File: src/rtl/uart_tx_arbiter.sv
// uart_tx_arbiter: round-robin sharing of one 8N1 UART transmitter between
// NUM_REQ byte-stream requesters, with message locking and a hold timeout.
module uart_tx_arbiter #(
    parameter int NUM_REQ      = 4,
    parameter int HOLD_TIMEOUT = 12000
) (
    input  logic                 clk,
    input  logic                 rst,
    input  logic [NUM_REQ-1:0]   req_valid,
    input  logic [8*NUM_REQ-1:0] req_data,
    input  logic [NUM_REQ-1:0]   req_last,
    output logic [NUM_REQ-1:0]   req_ready,
    output logic [7:0]           tx_byte,
    output logic                 tx_start,
    input  logic                 tx_busy,
    output logic [NUM_REQ-1:0]   grant,
    output logic                 timeout
);

    localparam int unsigned NR = NUM_REQ;
    localparam int IW = $clog2(NUM_REQ);
    localparam int CW = $clog2(HOLD_TIMEOUT + 1);
    localparam logic [CW-1:0] HOLD_LAST = CW'(HOLD_TIMEOUT - 1);
    localparam logic [IW-1:0] IDX_MAX   = IW'(NUM_REQ - 1);

    typedef enum logic [1:0] {
        S_IDLE,
        S_ACK,
        S_DRAIN,
        S_HOLD
    } state_e;

    state_e               state_q, state_d;
    logic [IW-1:0]        ptr_q, ptr_d;
    logic [IW-1:0]        owner_q, owner_d;
    logic [NUM_REQ-1:0]   grant_q, grant_d;
    logic [7:0]           tx_byte_q, tx_byte_d;
    logic                 last_q, last_d;
    logic                 tx_start_q, tx_start_d;
    logic [NUM_REQ-1:0]   req_ready_q, req_ready_d;
    logic                 timeout_q, timeout_d;
    logic [CW-1:0]        hold_cnt_q, hold_cnt_d;

    logic                 found;
    logic [IW-1:0]        sel_idx;
    logic [IW-1:0]        cand_idx;
    logic                 capture;
    logic [IW-1:0]        cap_idx;
    logic [IW-1:0]        nxt_ptr;

    // Round-robin search: first valid requester starting at ptr, wrapping.
    always_comb begin
        found    = 1'b0;
        sel_idx  = '0;
        cand_idx = '0;
        for (int unsigned k = 0; k < NR; k++) begin
            cand_idx = IW'((32'(ptr_q) + k) % NR);
            if (!found && req_valid[cand_idx]) begin
                found   = 1'b1;
                sel_idx = cand_idx;
            end
        end
    end

    // Pointer value used when the current owner releases its lock.
    always_comb begin
        nxt_ptr = (owner_q == IDX_MAX) ? '0 : owner_q + 1'b1;
    end

    // Next-state and output computation for the arbitration sequencer.
    always_comb begin
        state_d     = state_q;
        ptr_d       = ptr_q;
        owner_d     = owner_q;
        grant_d     = grant_q;
        tx_byte_d   = tx_byte_q;
        last_d      = last_q;
        tx_start_d  = 1'b0;
        req_ready_d = '0;
        timeout_d   = 1'b0;
        hold_cnt_d  = hold_cnt_q;
        capture     = 1'b0;
        cap_idx     = sel_idx;

        case (state_q)
            S_IDLE: begin
                if (!tx_busy && found) begin
                    capture = 1'b1;
                    cap_idx = sel_idx;
                end
            end
            S_ACK: begin
                if (tx_busy) begin
                    state_d = S_DRAIN;
                end
            end
            S_DRAIN: begin
                if (!tx_busy) begin
                    if (last_q) begin
                        grant_d = '0;
                        ptr_d   = nxt_ptr;
                        state_d = S_IDLE;
                    end else begin
                        hold_cnt_d = '0;
                        state_d    = S_HOLD;
                    end
                end
            end
            S_HOLD: begin
                // Owner valid wins over the terminal count.
                if (req_valid[owner_q]) begin
                    capture = 1'b1;
                    cap_idx = owner_q;
                end else if (hold_cnt_q == HOLD_LAST) begin
                    timeout_d  = 1'b1;
                    grant_d    = '0;
                    ptr_d      = nxt_ptr;
                    hold_cnt_d = '0;
                    state_d    = S_IDLE;
                end else begin
                    hold_cnt_d = hold_cnt_q + 1'b1;
                end
            end
            default: begin
                state_d = S_IDLE;
            end
        endcase

        if (capture) begin
            owner_d     = cap_idx;
            grant_d     = NUM_REQ'(1) << cap_idx;
            req_ready_d = NUM_REQ'(1) << cap_idx;
            tx_byte_d   = req_data[{cap_idx, 3'b000} +: 8];
            last_d      = req_last[cap_idx];
            tx_start_d  = 1'b1;
            state_d     = S_ACK;
        end
    end

    // State and output registers with synchronous reset.
    always_ff @(posedge clk) begin
        if (rst) begin
            state_q     <= S_IDLE;
            ptr_q       <= '0;
            owner_q     <= '0;
            grant_q     <= '0;
            tx_byte_q   <= '0;
            last_q      <= 1'b0;
            tx_start_q  <= 1'b0;
            req_ready_q <= '0;
            timeout_q   <= 1'b0;
            hold_cnt_q  <= '0;
        end else begin
            state_q     <= state_d;
            ptr_q       <= ptr_d;
            owner_q     <= owner_d;
            grant_q     <= grant_d;
            tx_byte_q   <= tx_byte_d;
            last_q      <= last_d;
            tx_start_q  <= tx_start_d;
            req_ready_q <= req_ready_d;
            timeout_q   <= timeout_d;
            hold_cnt_q  <= hold_cnt_d;
        end
    end

    assign req_ready = req_ready_q;
    assign tx_byte   = tx_byte_q;
    assign tx_start  = tx_start_q;
    assign grant     = grant_q;
    assign timeout   = timeout_q;

endmodule

File: config.mk
export PLATFORM = sky130hd
export DESIGN_NAME = uart_tx_arbiter
export DESIGN_NICKNAME = d
export VERILOG_FILES = /design/src/rtl/uart_tx_arbiter.sv
export SDC_FILE = /design/constraint.sdc
export NUM_CORES = 1
export LEC_CHECK = 0
export ABC_AREA = 1
export CORE_MARGIN = 1.5
export CORE_UTILIZATION = 40
export CTS_CLUSTER_DIAMETER = 200
export DETAILED_ROUTE_END_ITERATION = 8
export PLACE_DENSITY = 0.67
export SLEW_MARGIN = 25
export SYNTH_ARGS = -nofsm -noshare
export SYNTH_HDL_FRONTEND = slang
export SYNTH_SLANG_ARGS = --single-unit
File: constraint.sdc
create_clock -name clk -period 3.1 [get_ports clk]
set_input_delay 0.465 -clock clk [delete_from_list [all_inputs] [get_ports clk]]
set_output_delay 0.465 -clock clk [all_outputs]
set_load 0.01 [all_outputs]
Word-level counts from Yosys, hierarchy flattened
Cells that the tools add are included.
{"block": "word_totals", "reg_bits": 39, "input_bits": 43, "word_cells": 114}
{"block": "classes", "n_addsub": 5, "n_lt_le_gt_ge": 6, "n_eq_ne": 16, "n_shift": 2, "n_mux": 51, "n_bitwise": 2, "n_reduce_logical": 21}
{"op": "two-way mux 14 bit", "count": 4}
{"op": "two-way mux 2 bit", "count": 16}
{"op": "variable part select 32 x 6 -> 8 bit", "count": 1}
{"op": "case mux 14 bit (2 select lines)", "count": 1}
{"op": "two-way mux 4 bit", "count": 5}
{"op": "AND reduction 5 bit", "count": 4}
{"op": "less-than comparator 2 x 3 -> 1 bit, second input constant", "count": 6}
{"op": "two-way mux 1 bit", "count": 15}
{"op": "!= test 3 bit, second input constant", "count": 5}
{"op": "adder 14 x 1 -> 14 bit, second input constant", "count": 1}
{"op": "equality test 14 bit, second input constant", "count": 1}
{"op": "binary-select mux 1 bit (select 2 bit)", "count": 6}
{"op": "!= test 2 bit, second input constant", "count": 6}
{"op": "case mux 4 bit (2 select lines)", "count": 1}
{"op": "equality test 2 bit, second input constant", "count": 3}
{"op": "case mux 2 bit (3 select lines)", "count": 1}
{"op": "nonzero test 3 bit", "count": 2}
{"op": "adder 2 x 1 -> 2 bit, second input constant", "count": 2}
{"op": "adder 2 bit, second input constant", "count": 2}
{"op": "logical AND 1 bit", "count": 4}
{"op": "zero test 1 bit", "count": 4}
{"op": "case mux 2 bit (2 select lines)", "count": 1}
{"op": "AND reduction 4 bit", "count": 1}
{"op": "nonzero test 4 bit", "count": 1}
{"op": "other kinds (8)", "count": 10}

Logic depth before layout (Yosys ltp)
{"block": "depth", "depth_word": 17, "ltp_mapped": 18, "ltp_nobuf": 16}

Worst setup path before layout
OpenSTA, ideal clock, no wires.
{"block": "synth_path", "kind": "reg-to-reg", "from": "reg state_q[0]", "to": "reg tx_byte_q[7] (netlist: tx_byte[7])", "setup_ns": 0.114, "t_arrival_ns": 1.650, "required_time_ns": 2.986, "path_slack_ns": 1.336, "path_stages_with_launch": 11, "synth_period_minus_slack_ns": 1.764, "path_cell_list": "dfxtp_1 ha_1 clkbuf_1 nand3_1 clkbuf_1 nand3_1 nand2_1 nand2_1 nand2_1 nand2_1 nand2_1"}
{"block": "synth_between", "elab_chain_cells": 3}
{"element": "start: declaration", "line": "33", "source": "state_e state_q, state_d;"}
{"element": "start signal: assignment", "line": "154", "source": "state_q <= state_d;"}
{"element": "equality test 2 bit", "line": "85", "source": "case (state_q)"}
{"element": "two-way mux 2 bit"}
{"element": "variable part select 32 x 6 -> 8 bit", "line": "133", "source": "tx_byte_d = req_data[{cap_idx, 3'b000} +: 8];"}
{"element": "end signal: assignment", "line": "158", "source": "tx_byte_q <= tx_byte_d;"}
{"element": "end: declaration", "line": "37", "source": "logic [7:0] tx_byte_q, tx_byte_d;"}
Several ways; a longest one is shown, not always the timed one.
A chain may end at the register's enable or synchronous reset.

Final worst setup path
{"block": "layout_path", "from": "in req_valid[1]", "to": "reg hold_cnt_q[7]"}
{"block": "layout_between", "elab_chain_cells": 4}
{"element": "start: declaration", "line": "9", "source": "input logic [NUM_REQ-1:0] req_valid,"}
{"element": "binary-select mux 1 bit (select 2 bit)", "line": "111", "source": "if (req_valid[owner_q]) begin"}
{"element": "two-way mux 1 bit (implied by the code)", "line": "111"}
{"element": "!= test 2 bit (no source line)"}
{"element": "AND reduction 4 bit (no source line)"}
{"element": "end signal: assignment", "line": "163", "source": "hold_cnt_q <= hold_cnt_d;"}
{"element": "end: declaration", "line": "42", "source": "logic [CW-1:0] hold_cnt_q, hold_cnt_d;"}
Every way passes these cells. The select of a mux whose other input is x is not followed.

==> impl.org <==
** Setup path
- The setup path with the least slack is of type in2reg.
- Logic depth of the worst register-to-register path :: 12
- CP Launch Point :: req_valid[1]
- For the worst setup path, the data arrival time is 2.55 ns.
- For this run, the slowest stage of the critical path takes 0.44 ns.
- The startpoint identified for the worst register-to-register timing path is ptr_q[0].
- Kind of start point of the critical path :: input pin
- Req. time, crit path :: 3.32 ns
- Slowest stage cell on the critical path :: sky130_fd_sc_hd__clkdlybuf4s50_1
- The signal on the critical path passes through clkdlybuf4s50_1 -> inv_1 -> nand2_1 -> nand3_2 -> nand2_2 -> nand2_4 -> nand2_2 -> nor2_2 -> nand2_1 -> nor4_2 -> o21ai_0 -> a21oi_1.
- R2R Setup Slk :: around 0.8 ns
- CP max FO :: 13
- The worst setup path is captured at a flop.
- Capture point of the critical path :: hold_cnt_q[7]
- Worst r2r dst :: state_q[1]

** STA
- Setup repair after global routing left no endpoint under its margin.
- Tightest slew margin relative to the limit :: 0.613
- The final hold violation count was 0.
- Total setup violations reported at the end of the flow :: 0
- Hold is met by 0.457 ns.
- Post-layout min period :: 2.32 ns
- Clock skew on the completed layout was measured at 0.0111 ns.
- At the pin with the least slew margin, the transition time is 0.581 ns.
- Highest attainable clock frequency :: about 430 MHz
- Period Utilization, post-route :: 0.749
- Count of pins over their slew limit :: 0
- Post-route setup TNS :: 0 ns

** Synth
- Among all flip-flop cells after synthesis, the most frequent one is sky130_fd_sc_hd__dfxtp_1.
- For this run, the number of Yosys warnings is 0.
- Netlist cell types :: 35
- Cell count after synthesis :: 373
- Biggest area consumer among synthesized cells :: sky130_fd_sc_hd__dfxtp_1
- The share of the Yosys chip area taken by registers is 0.329.
- Top post-synthesis cells by count :: 143 x sky130_fd_sc_hd__nand2_1, 39 x sky130_fd_sc_hd__dfxtp_1, 38 x sky130_fd_sc_hd__inv_1
- sky130_fd_sc_hd__nand2_1 is the most common cell in the netlist.
- In this run, synthesis inferred 0 flip-flops with an integrated enable.
- Synthesis inferred 39 register bits.
- Share of the synthesized area in the top cell type :: 0.329
- Post-synthesis instance area :: 2370 µm²
- Post-synthesis async set-or-reset flop share :: 0
- The number of nets in the synthesized netlist is 422.
- Yosys attributes the largest share of cell area to sky130_fd_sc_hd__dfxtp_1 33%, sky130_fd_sc_hd__nand2_1 23%, sky130_fd_sc_hd__nand3_1 7.8%.
- A synthesized cell averages between 6 and 7 µm².

** Routing
- Via Count :: 2,491
- Wire segments on met3 add up to 436 µm in the final route.
- DRC violation total after the first TritonRoute iteration :: 140
- Uppermost layer routed :: met4
- The detail route stage leaves a number of antenna-violating nets equal to 0.
- In the final routed layout, each cell accounts on average for 12.4 µm.
- Total Wirelength :: between 6 and 7 mm
- Via-to-Cell Ratio :: 4.93
- M1 wire length :: 3.00 mm
- Routed length on met2 :: around 2.8 mm
- For this run, the detailed router's first-pass iteration total came to 4.
- DRC violation count after routing :: 0

** Pwr
- Worst vdd rail ir drop :: 468 µV
- PD cells :: 938 nW/µm²
- Clock group share of total power :: 0.168
- Of the total power, the share spent switching nets is 0.462.
- Of the total power, registers draw 0.247.
- The share of total power dissipated in combinational logic is 0.585.
- Switching power :: 1.36 mW
- Cell internal power was estimated by the tool at ~1.6 mW.
- Leakage power :: 1.43 nW

** Place
- Detailed placement ended at an HPWL of 4.77 mm.
- Number of placed instances with taps included :: 497
- During placement, the flow inserted port buffers numbering 60.
- At the end of routability-driven placement, the weighted congestion stood at 0.938.

** Min path
- WHS Path Cells :: 2
- HP Class :: reg2reg

** Clock tree
- CTS Root Cell :: sky130_fd_sc_hd__clkbuf_8
- Number of instances resized during post-cts repair :: 0
- The clock reaches the later pin of the worst-skew pair after slightly below 0.3 ns.
- H-tree depth :: 2
- Worst-path clk slew :: 0.07 ns
- Setup bufs post-CTS :: 0
- Counting every sink on the clock net gives 39.
- Buffers from clock root to sink, at most :: 2
- Buffers inserted during clock tree synthesis total 5.
- After clock tree synthesis, the flow added hold-fix buffers numbering 0.
- TritonCTS built the clock tree.

** Floorplanning
- Initial Utilization :: 0.423
- The floorplan step set the die height to 80.1 µm.
- Number of standard-cell rows in the floorplan :: 27
- Std-Cell Core Area :: around 5600 µm²
- I/O pin cnt :: between 60 and 70
- Die outline area :: 6410 µm²
- From left edge to right edge, the die measures about 80 µm.

** GRT
- Entering global routing, the biggest net connects 22 pins.
- The first global-routing pass estimated 10.1 mm of wire.
- Antenna violations before repair :: 0
- The number of global-route vias before repair is approximately 2,200.
- Total congestion overflow :: 0
- GRT Overall Usage :: 0.199

** Cells and area
- Post-layout net count :: 481
- The finished layout holds 505 standard cells, fillers aside.
- From synthesis to final layout, the design area changed by 32.4%.
- In the final layout, the share of cells above drive strength 1 is 0.0716.
- For this run, the share of the core covered by cells in the final layout is 0.561.
- Fillers :: 573
- 0 antenna diodes ended up in the layout.

** Status
- Run status :: finished clean

** Run
- Reported max-cap violation count :: 0
==> power by group through the flow <==
stage | clock, mW | combinational, mW | sequential, mW
floorplan | 0 | 1.25 | 0.754
global placement | 0 | 1.70 | 0.738
detailed placement | 0 | 1.71 | 0.742
CTS | 0.510 | 1.72 | 0.730
global route | 0.532 | 1.96 | 0.747
finish | 0.495 | 1.72 | 0.729
==> logic make-up after synthesis <==
kind of cell | after synthesis | share of synthesized area
AOI/OAI and AO/OA | 44 | 0.106
xor gates and xnor gates | 2 | 0.00738
adders and majority gates | 6 | 0.0316
buffers and inverters | 53 | 0.0996
DFF | 39 | 0.329
and+or+nand+nor | 229 | 0.427
==> worst max-delay path: cells and delay by family <==
family	cells	cell delay [ns]
buf+inv	2	0.53
compound gates	2	0.25
simple gates	8	1.30
==> metrics by stage <==
| stage | cell area, µm² | power [mW] | setup WS (ns) |
|---|---|---|---|
| CTS | 3140 | 2.96 | 0.773 |
| detailed placement | 3010 | 2.45 | 0.487 |
| global route | 3140 | 3.24 | 0.474 |
| finish | 3140 | 2.95 | 0.779 |
| floorplan | 2370 | 2.01 | 1.34 |
| global placement | 3010 | 2.44 | 0.498 |
==> how the worst min path moves through the flow <==
stage | startpoint | endpoint | slack (ns)
final | tx_byte[6] | tx_byte[6] | 0.46
after global placement | tx_byte[7] | tx_byte[7] | 0.44
after CTS | tx_byte[5] | tx_byte[5] | 0.46
after floorplan | last_q | last_q | 0.43
after detailed placement | tx_byte[5] | tx_byte[5] | 0.45
after global routing | tx_byte[6] | tx_byte[6] | 0.49
==> final cells by class <==
| type | instances | area (µm²) | area share |
|---|---|---|---|
| Inverter | 42 | 160 | 0.0509 |
| Clock buffer | 6 | 72.6 | 0.0231 |
| Clock inverter | 2 | 60.1 | 0.0191 |
| Tap cell | 72 | 90.1 | 0.0287 |
| Sequential cell | 39 | 781 | 0.248 |
| Timing Repair Buffer | 63 | 623 | 0.198 |
| Multi-Input combinational cell | 281 | 1360 | 0.432 |
==> layer usage <==
| layer | up-vias | global-route usage |
|---|---|---|
| met5 | - | 0 |
| met4 | 0 | 0.0586 |
| met3 | 4 | 0.0511 |
| met2 | 72 | 0.314 |
| met1 | 1104 | 0.267 |
| li1 | 1311 | - |
==> layout by cell type (no fill, tap or decap), types with 3 or more instances in the layout <==
cell type / n
sky130_fd_sc_hd__nand2_1: 143
sky130_fd_sc_hd__clkdlybuf4s50_1: 60
sky130_fd_sc_hd__dfxtp_1: 39
sky130_fd_sc_hd__inv_1: 38
sky130_fd_sc_hd__nand3_1: 37
sky130_fd_sc_hd__nor2_1: 20
sky130_fd_sc_hd__a21oi_1: 17
sky130_fd_sc_hd__o21ai_0: 9
sky130_fd_sc_hd__nor3_1: 7
sky130_fd_sc_hd__ha_1: 6
sky130_fd_sc_hd__nand2_2: 5
sky130_fd_sc_hd__nand4_1: 5
sky130_fd_sc_hd__o21ai_1: 5
sky130_fd_sc_hd__clkbuf_8: 5
sky130_fd_sc_hd__a211oi_1: 4
sky130_fd_sc_hd__nand3_2: 3
sky130_fd_sc_hd__buf_4: 3
==> sequential cells by signal, indices dropped and copies added (netlist names) <==
signal and cells:
hold_cnt_q 14, tx_byte 8, grant 4, req_ready 4
owner_q 2, ptr_q 2, state_q 2, last_q 1
timeout 1, tx_start 1
Note: power is estimated with default switching activity, not from simulation.
